## src/rtl/if_fetch.sv

```systemverilog
// Instruction-fetch stage: owns the PC and assembles each 32-bit instruction from four
// little-endian bytes delivered by the byte-wide memory controller, then hands it to IF/ID.
module if_fetch #(
    parameter logic [31:0] RESET_PC = 32'h0
) (
    input  logic        clk,
    input  logic        rst,
    input  logic        branch_interception,
    input  logic [31:0] branch_target,
    input  logic        ifid_stall,
    input  logic        mem_if_valid,
    input  logic [7:0]  mem_if_byte,
    output logic        if_mem_req,
    output logic [31:0] if_mem_addr,
    output logic [31:0] if_pc,
    output logic [31:0] if_inst
);

    typedef enum logic [1:0] {
        IDLE  = 2'd0,
        FETCH = 2'd1,
        DONE  = 2'd2
    } state_t;

    state_t      state_reg, state_next;
    logic [31:0] pc_reg, pc_next;
    logic [1:0]  cnt_reg, cnt_next;
    logic [31:0] buf_reg;
    logic        req_reg, req_next;
    logic [31:0] addr_reg, addr_next;
    logic [31:0] pc_out_reg, pc_out_next;
    logic [31:0] inst_reg, inst_next;

    logic        byte_take;
    logic [3:0]  lane_we;

    // A byte only counts while a request is outstanding; stray controller bytes are ignored.
    assign byte_take = (state_reg == FETCH) && req_reg && mem_if_valid && !branch_interception;

    generate
        for (genvar gi = 0; gi < 4; gi++) begin : g_lane_we
            assign lane_we[gi] = byte_take && (cnt_reg == 2'(gi));
        end
    endgenerate

    always_ff @(posedge clk) begin
        if (rst || branch_interception) begin
            buf_reg <= 32'h0;
        end else begin
            for (int i = 0; i < 4; i++) begin
                if (lane_we[i]) begin
                    buf_reg[8*i +: 8] <= mem_if_byte;
                end
            end
        end
    end

    always_comb begin
        state_next  = state_reg;
        pc_next     = pc_reg;
        cnt_next    = cnt_reg;
        req_next    = req_reg;
        addr_next   = addr_reg;
        pc_out_next = pc_out_reg;
        inst_next   = inst_reg;

        case (state_reg)
            IDLE: begin
                req_next   = 1'b1;
                addr_next  = pc_reg;
                cnt_next   = 2'd0;
                state_next = FETCH;
            end
            FETCH: begin
                if (byte_take) begin
                    if (cnt_reg != 2'd3) begin
                        cnt_next  = cnt_reg + 2'd1;
                        addr_next = pc_reg + 32'(cnt_reg) + 32'd1;
                    end else begin
                        req_next    = 1'b0;
                        inst_next   = {mem_if_byte, buf_reg[23:0]};
                        pc_out_next = pc_reg;
                        state_next  = DONE;
                    end
                end
            end
            DONE: begin
                // The first unstalled edge is the one IF/ID latches on, so retire here.
                if (!ifid_stall) begin
                    inst_next  = 32'h0;
                    pc_next    = pc_reg + 32'd4;
                    state_next = IDLE;
                end
            end
            default: begin
                state_next = IDLE;
            end
        endcase

        // Redirect beats everything except reset, including a simultaneous IF/ID latch.
        if (branch_interception) begin
            pc_next     = {branch_target[31:2], 2'b00};
            inst_next   = 32'h0;
            pc_out_next = 32'h0;
            req_next    = 1'b0;
            cnt_next    = 2'd0;
            state_next  = IDLE;
        end
    end

    always_ff @(posedge clk) begin
        if (rst) begin
            state_reg  <= IDLE;
            pc_reg     <= {RESET_PC[31:2], 2'b00};
            cnt_reg    <= 2'd0;
            req_reg    <= 1'b0;
            addr_reg   <= 32'h0;
            pc_out_reg <= 32'h0;
            inst_reg   <= 32'h0;
        end else begin
            state_reg  <= state_next;
            pc_reg     <= pc_next;
            cnt_reg    <= cnt_next;
            req_reg    <= req_next;
            addr_reg   <= addr_next;
            pc_out_reg <= pc_out_next;
            inst_reg   <= inst_next;
        end
    end

    assign if_mem_req  = req_reg;
    assign if_mem_addr = addr_reg;
    assign if_pc       = pc_out_reg;
    assign if_inst     = inst_reg;

endmodule

```

## config.mk

```make
export PLATFORM = sky130hd
export DESIGN_NAME = if_fetch
export DESIGN_NICKNAME = d
export VERILOG_FILES = /design/src/rtl/if_fetch.sv
export SDC_FILE = /design/constraint.sdc
export NUM_CORES = 1
export LEC_CHECK = 0
export CAP_MARGIN = 20
export CORE_AREA = 2 2 118 120
export DETAILED_ROUTE_END_ITERATION = 16
export DIE_AREA = 0 0 120 122
export PLACE_DENSITY = 0.84
export SYNTH_ARGS = -nofsm -noshare
export SYNTH_HDL_FRONTEND = slang
export SYNTH_SLANG_ARGS = --single-unit
```

## constraint.sdc

```tcl
create_clock -name clk -period 2.7 [get_ports clk]
set_clock_uncertainty 0.1 [all_clocks]
set_input_delay 0.54 -clock clk [delete_from_list [all_inputs] [get_ports clk]]
set_output_delay 0.54 -clock clk [all_outputs]
set_load 0.03 [all_outputs]
```

-- Yosys cells after proc, flatten, opt, wreduce, memory -nomap -nowiden
Cells that the tools add are included.
- memories kept: 0
- bits in registers: 157
- bits in latches: 0
- logic and storage cells: 68
- bits of input ports: 45
- output and inout port bits: 97
- RAM bits: 0
- bits in read-only memories: 0
- reduce and logical (&&, ||, !) cells: 21
- $add $sub $neg: 4
- shifts and indexed selects: 0
- order comparisons: 0
- equal/unequal tests: 10
- multipliers: 0
- bitwise operators: 2
- mux-type cells: 20
- divide/modulo/power cells: 0
- operators by type and width (operator ; count):
    2-to-1 mux 32 bit ; 8
    one-hot mux 32 bit (2 select lines) ; 2
    adder 32 x 1 -> 32 bit (second input constant) ; 1
    adder 32 x 2 -> 32 bit ; 1
    adder 32 x 3 -> 32 bit (second input constant) ; 1
    AND reduction 3 bit ; 4
    2-to-1 mux 2 bit ; 5
    inequality test 2 bit (second input constant) ; 5
    logical AND 1 bit ; 6
    one-hot mux 2 bit (3 select lines) ; 1
    nonzero test 2 bit ; 3
    equality test 2 x 1 -> 1 bit (second input constant) ; 2
    equality test 2 bit (second input constant) ; 2
    logical NOT 2 bit ; 2
    one-hot mux 2 bit (2 select lines) ; 1
    AND reduction 2 bit ; 2
    AND reduction 4 bit ; 1
    adder 2 x 1 -> 2 bit (second input constant) ; 1
    2-to-1 mux 1 bit ; 2
    inequality test 2 x 1 -> 1 bit (second input constant) ; 1
    inverter 1 bit ; 2
    one-hot mux 1 bit (2 select lines) ; 1
    OR reduction 2 bit ; 1
    logical NOT 1 bit ; 1
    logical OR 1 bit ; 1

-- Longest topological paths before layout
- word-level depth: 6
- gate-level depth with buffers: 7
- mapped depth without buffers: 5

-- Worst setup path before layout
Ideal clock, no wire load.
- path kind: input-to-reg
- start: in ifid_stall
- end: reg pc_reg[18]
- buffers on the path: 1
- setup time: 132 ps
- data arrival time: 1954 ps
- slack: 514 ps
- data required time: 2468 ps
- cell stages on the path: 5
- path through: or3b_1 > buf_2 > nor4_4 > a21boi_0 > or3b_2
- cells in the longest elaborated chain, start to end: 2
- ends and longest elaborated chain (item ; RTL line ; source):
    start, declared ; 10 ; input logic ifid_stall,
    inequality test 2 bit (no source line) ; -- ;
    AND reduction 2 bit (no source line) ; -- ;
    end signal, assigned ; 114 ; pc_reg <= {RESET_PC[31:2], 2'b00};
    end signal, assigned ; 122 ; pc_reg <= pc_next;
    end, declared ; 26 ; logic [31:0] pc_reg, pc_next;
No other way between the ends.
A chain may end at the register's enable or synchronous reset.

-- Final worst setup path
- start: reg pc_reg[8]
- end: reg pc_reg[19]
- cells in the longest elaborated chain, start to end: 4
- ends and longest elaborated chain (item ; RTL line ; source):
    adder 32 x 3 -> 32 bit ; 91 ; pc_next = pc_reg + 32'd4;
    2-to-1 mux 32 bit ; 89 ; if (!ifid_stall) begin
    2-to-1 mux 32 bit ; 67 ; case (state_reg)
    2-to-1 mux 32 bit ; 101 ; if (branch_interception) begin
No other way between the ends. The select of a mux whose other input is x is not followed.

==> qor.txt <==
Status: finished, final reports clean
Slew @ Worst Pin: 0.699 ns
Residual DRC: 0
Final WL: 19.2 mm
Max incr delay on CP: 0.62 ns
Slew margin rel.: 53.0%
Reg2reg setup slack: 0.24 ns
Crit start category: flop
CP Cell Sequence: nand4_1 > or3_1 > or4_1 > a311oi_1
Gate count after technology mapping: 820
First drt pass iteration count: 5
Vias per cell: 5.70
Worst R2R End: pc_reg[19]
Tcrit/Tclk final: 91.0%
CTS max path bufs: 2
Initial Util: 49.5%
EDFF count, synth: 0
Die height: 122 um
Area grow syn2layout: 33.6%
Static Leak: 3.18 nW
Boundary Pins: 142
TritonCTS Sinks: 153
PwrDens: 576 nW/um^2
Worst Setup SP: pc_reg[8]
Die ar.: 14600 um^2
Hold crit path type: reg2reg
Buffers on Ports: 137
Largest net degree at the start of global routing: 59
Row count: 43
Max cap viols: 0
CTS Hold Buffers Added: 0
DP HPWL: 13.0 mm
# resized after CTS: 0
Share of layout cells above drive strength 1: 9.53%
GRT Util Overall: 26.7%
Final Max Slew Viols: 0
Top FF cell, synth: dfxtp_1
Clk Latency, worst-skew pair: 0.43 ns
Detailed Route Iter0 Violations: 674
Max H-tree Level: 4
FF-to-FF Start: pc_reg[8]
First-pass GRT wire length: 30.8 mm
FMAX: 407 MHz
Worst IR Drop VDD: 0.383 mV
Critical-path maximum fanout: 16
Ant diodes: 0
Worst Reg2Reg Path Length in Cells: 4
RSZ-0062 raised after global routing: false
Congestion Overflow GR: 0
Synth Warn #: 0
Synthesized area: 6690 um^2
Num CTS Buffers: 17
Design area: 8930 um^2
Final setup vio count: 0
Core area: 13500 um^2
Placed cell area: 8370 um^2
Setup Fix Bufs, Post-CTS: 0
FF+latch count, synth: 153
Post-synthesis cell type count: 59
Final nets: 1004
Post-synth ARST share: 0%
Die width: 120 um
Tmin final: 2.46 ns
Sequential fraction of the synthesis area: 45.8%
Detail Route Antenna Nets: 0
WP data required: 2.94 ns
CP endpoint kind: flop
WL per Instance: 16.7 um
Critical path class: reg2reg
Final hold vios: 0
Slowest CP cell: or3_1
Initial antenna violation count: 0
GPL Wtd Cong: 0.895
Setup_tns: 0 ns
CTS tree: built
Vias: 6525
Critical Path Sink: pc_reg[19]
Worst-path clk slew: 0.06 ns
Clock root buffer: clkbuf_16
Vias in the first global route: 6172
Fillers: 1103
Arr. time, crit path: 2.70 ns
Syn_area_per_cell: 8.15 um^2
## power by group
part / internal, mW / switching, mW / total, mW
clock network: 1.28 / 1.01 / 2.29
logic: 0.202 / 0.266 / 0.468
registers: 2.32 / 0.0689 / 2.39
## synthesized netlist by cell type (3+ instances only)
cell type | number | area [um^2]
a2111oi_0 | 6 | 52.6
a211oi_1 | 11 | 82.6
a21oi_1 | 92 | 460
a311o_1 | 3 | 30.0
a311oi_1 | 14 | 123
a31oi_1 | 7 | 43.8
and3_1 | 8 | 50.1
and4_1 | 7 | 61.3
buf_1 | 5 | 18.8
buf_2 | 15 | 75.1
buf_4 | 5 | 37.5
clkbuf_1 | 46 | 173
dfxtp_1 | 153 | 3060
ha_1 | 6 | 75.1
inv_1 | 12 | 45.0
mux2i_1 | 24 | 240
nand2_1 | 143 | 537
nand2b_1 | 3 | 18.8
nand3_1 | 19 | 95.1
nand4_1 | 19 | 119
nor2_1 | 87 | 327
nor2b_1 | 6 | 37.5
nor3_1 | 11 | 55.1
nor4_1 | 17 | 106
o21ai_0 | 19 | 95.1
o31ai_1 | 8 | 60.1
or2_2 | 3 | 18.8
or3_1 | 11 | 68.8
or4_1 | 9 | 67.6
xnor2_1 | 7 | 61.3
xor2_1 | 7 | 61.3
## worst min path at each step
stage / cells after the start / endpoint / start
2_1_floorplan: 2 / if_inst[0] / buf_reg[0]
3_3_place_gp: 2 / if_pc[21] / if_pc[21]
3_5_place_dp: 2 / if_pc[19] / if_pc[19]
4_1_cts: 2 / if_pc[19] / if_pc[19]
5_1_grt: 2 / if_pc[19] / if_pc[19]
6_report: 2 / if_pc[19] / if_pc[19]
## cell families after synthesis
logic type                 Yosys count  share of synthesized area, %
xor gates and xnor gates            14                          1.83
other                                1                        0.0561
and+or+nand+nor                    361                          26.0
buffers and inverters               86                          5.43
muxes                               24                          3.59
DFF                                153                          45.8
AOI/OAI and AO/OA                  175                          16.1
adders and majority gates            6                          1.12
## cell type report
| type | count | area (um^2) | share of cell area (%) |
|---|---|---|---|
| Timing Repair Buffer | 186 | 1760 | 19.7 |
| Clock inverter | 14 | 140 | 1.57 |
| Tap cell | 180 | 225 | 2.52 |
| Inverter | 13 | 48.8 | 0.546 |
| Clock buffer | 17 | 425 | 4.76 |
| Multi-Input combinational cell | 582 | 3270 | 36.6 |
| Sequential cell | 153 | 3060 | 34.3 |
## critical path, delay by kind of cell (launching register included)
kind	cells	cell delay (ns)
compound gates	1	0.26
simple gates	3	1.46
flops	1	0.53
## cell usage in the layout (no fill, tap or decap), drive strengths merged, types with 3 or more instances in the layout
cell type / Yosys / final
o21ai: 19 / 19
ha: 6 / 6
xnor2: 7 / 7
clkdlybuf4s50: 0 / 136
clkbuf: 48 / 17
clkinv: 1 / 4
nor3: 11 / 11
nand4: 19 / 19
dfxtp: 153 / 153
or3: 11 / 11
and4: 7 / 7
and3: 8 / 8
nor2b: 6 / 6
clkinvlp: 0 / 4
or2: 3 / 3
a311oi: 14 / 14
nand2b: 3 / 3
a21oi: 92 / 92
nand2: 143 / 143
or4: 9 / 9
xor2: 7 / 7
a31oi: 7 / 7
buf: 25 / 50
nor2: 87 / 87
nand3: 20 / 20
a2111oi: 6 / 6
a311o: 3 / 3
inv: 12 / 18
a211oi: 11 / 11
o31ai: 8 / 8
nor4: 19 / 19
mux2i: 24 / 24
## per-layer routing
metal  vias up  global-route usage [%]  wire length [um]
li1       3150                       -                 -
met1      3052                    33.9              8240
met2       276                    41.5              8830
met3        47                    7.96              1480
met4         0                    12.8               627
met5         -                       0                 0
## metrics by stage
step	power, mW	std cells	worst slack, ns	hold WS (ns)	util, %
after CTS	5.15	1145	0.285	0.354	66.1
final	5.15	1145	0.244	0.352	66.1
after global routing	5.29	1145	0.144	0.371	66.1
after global placement	2.89	1114	0.00859	0.343	62.0
after detailed placement	2.89	1114	-0.0525	0.346	62.0
after floorplan	2.67	821	0.514	0.335	-
(Power assumes the default switching activity.)
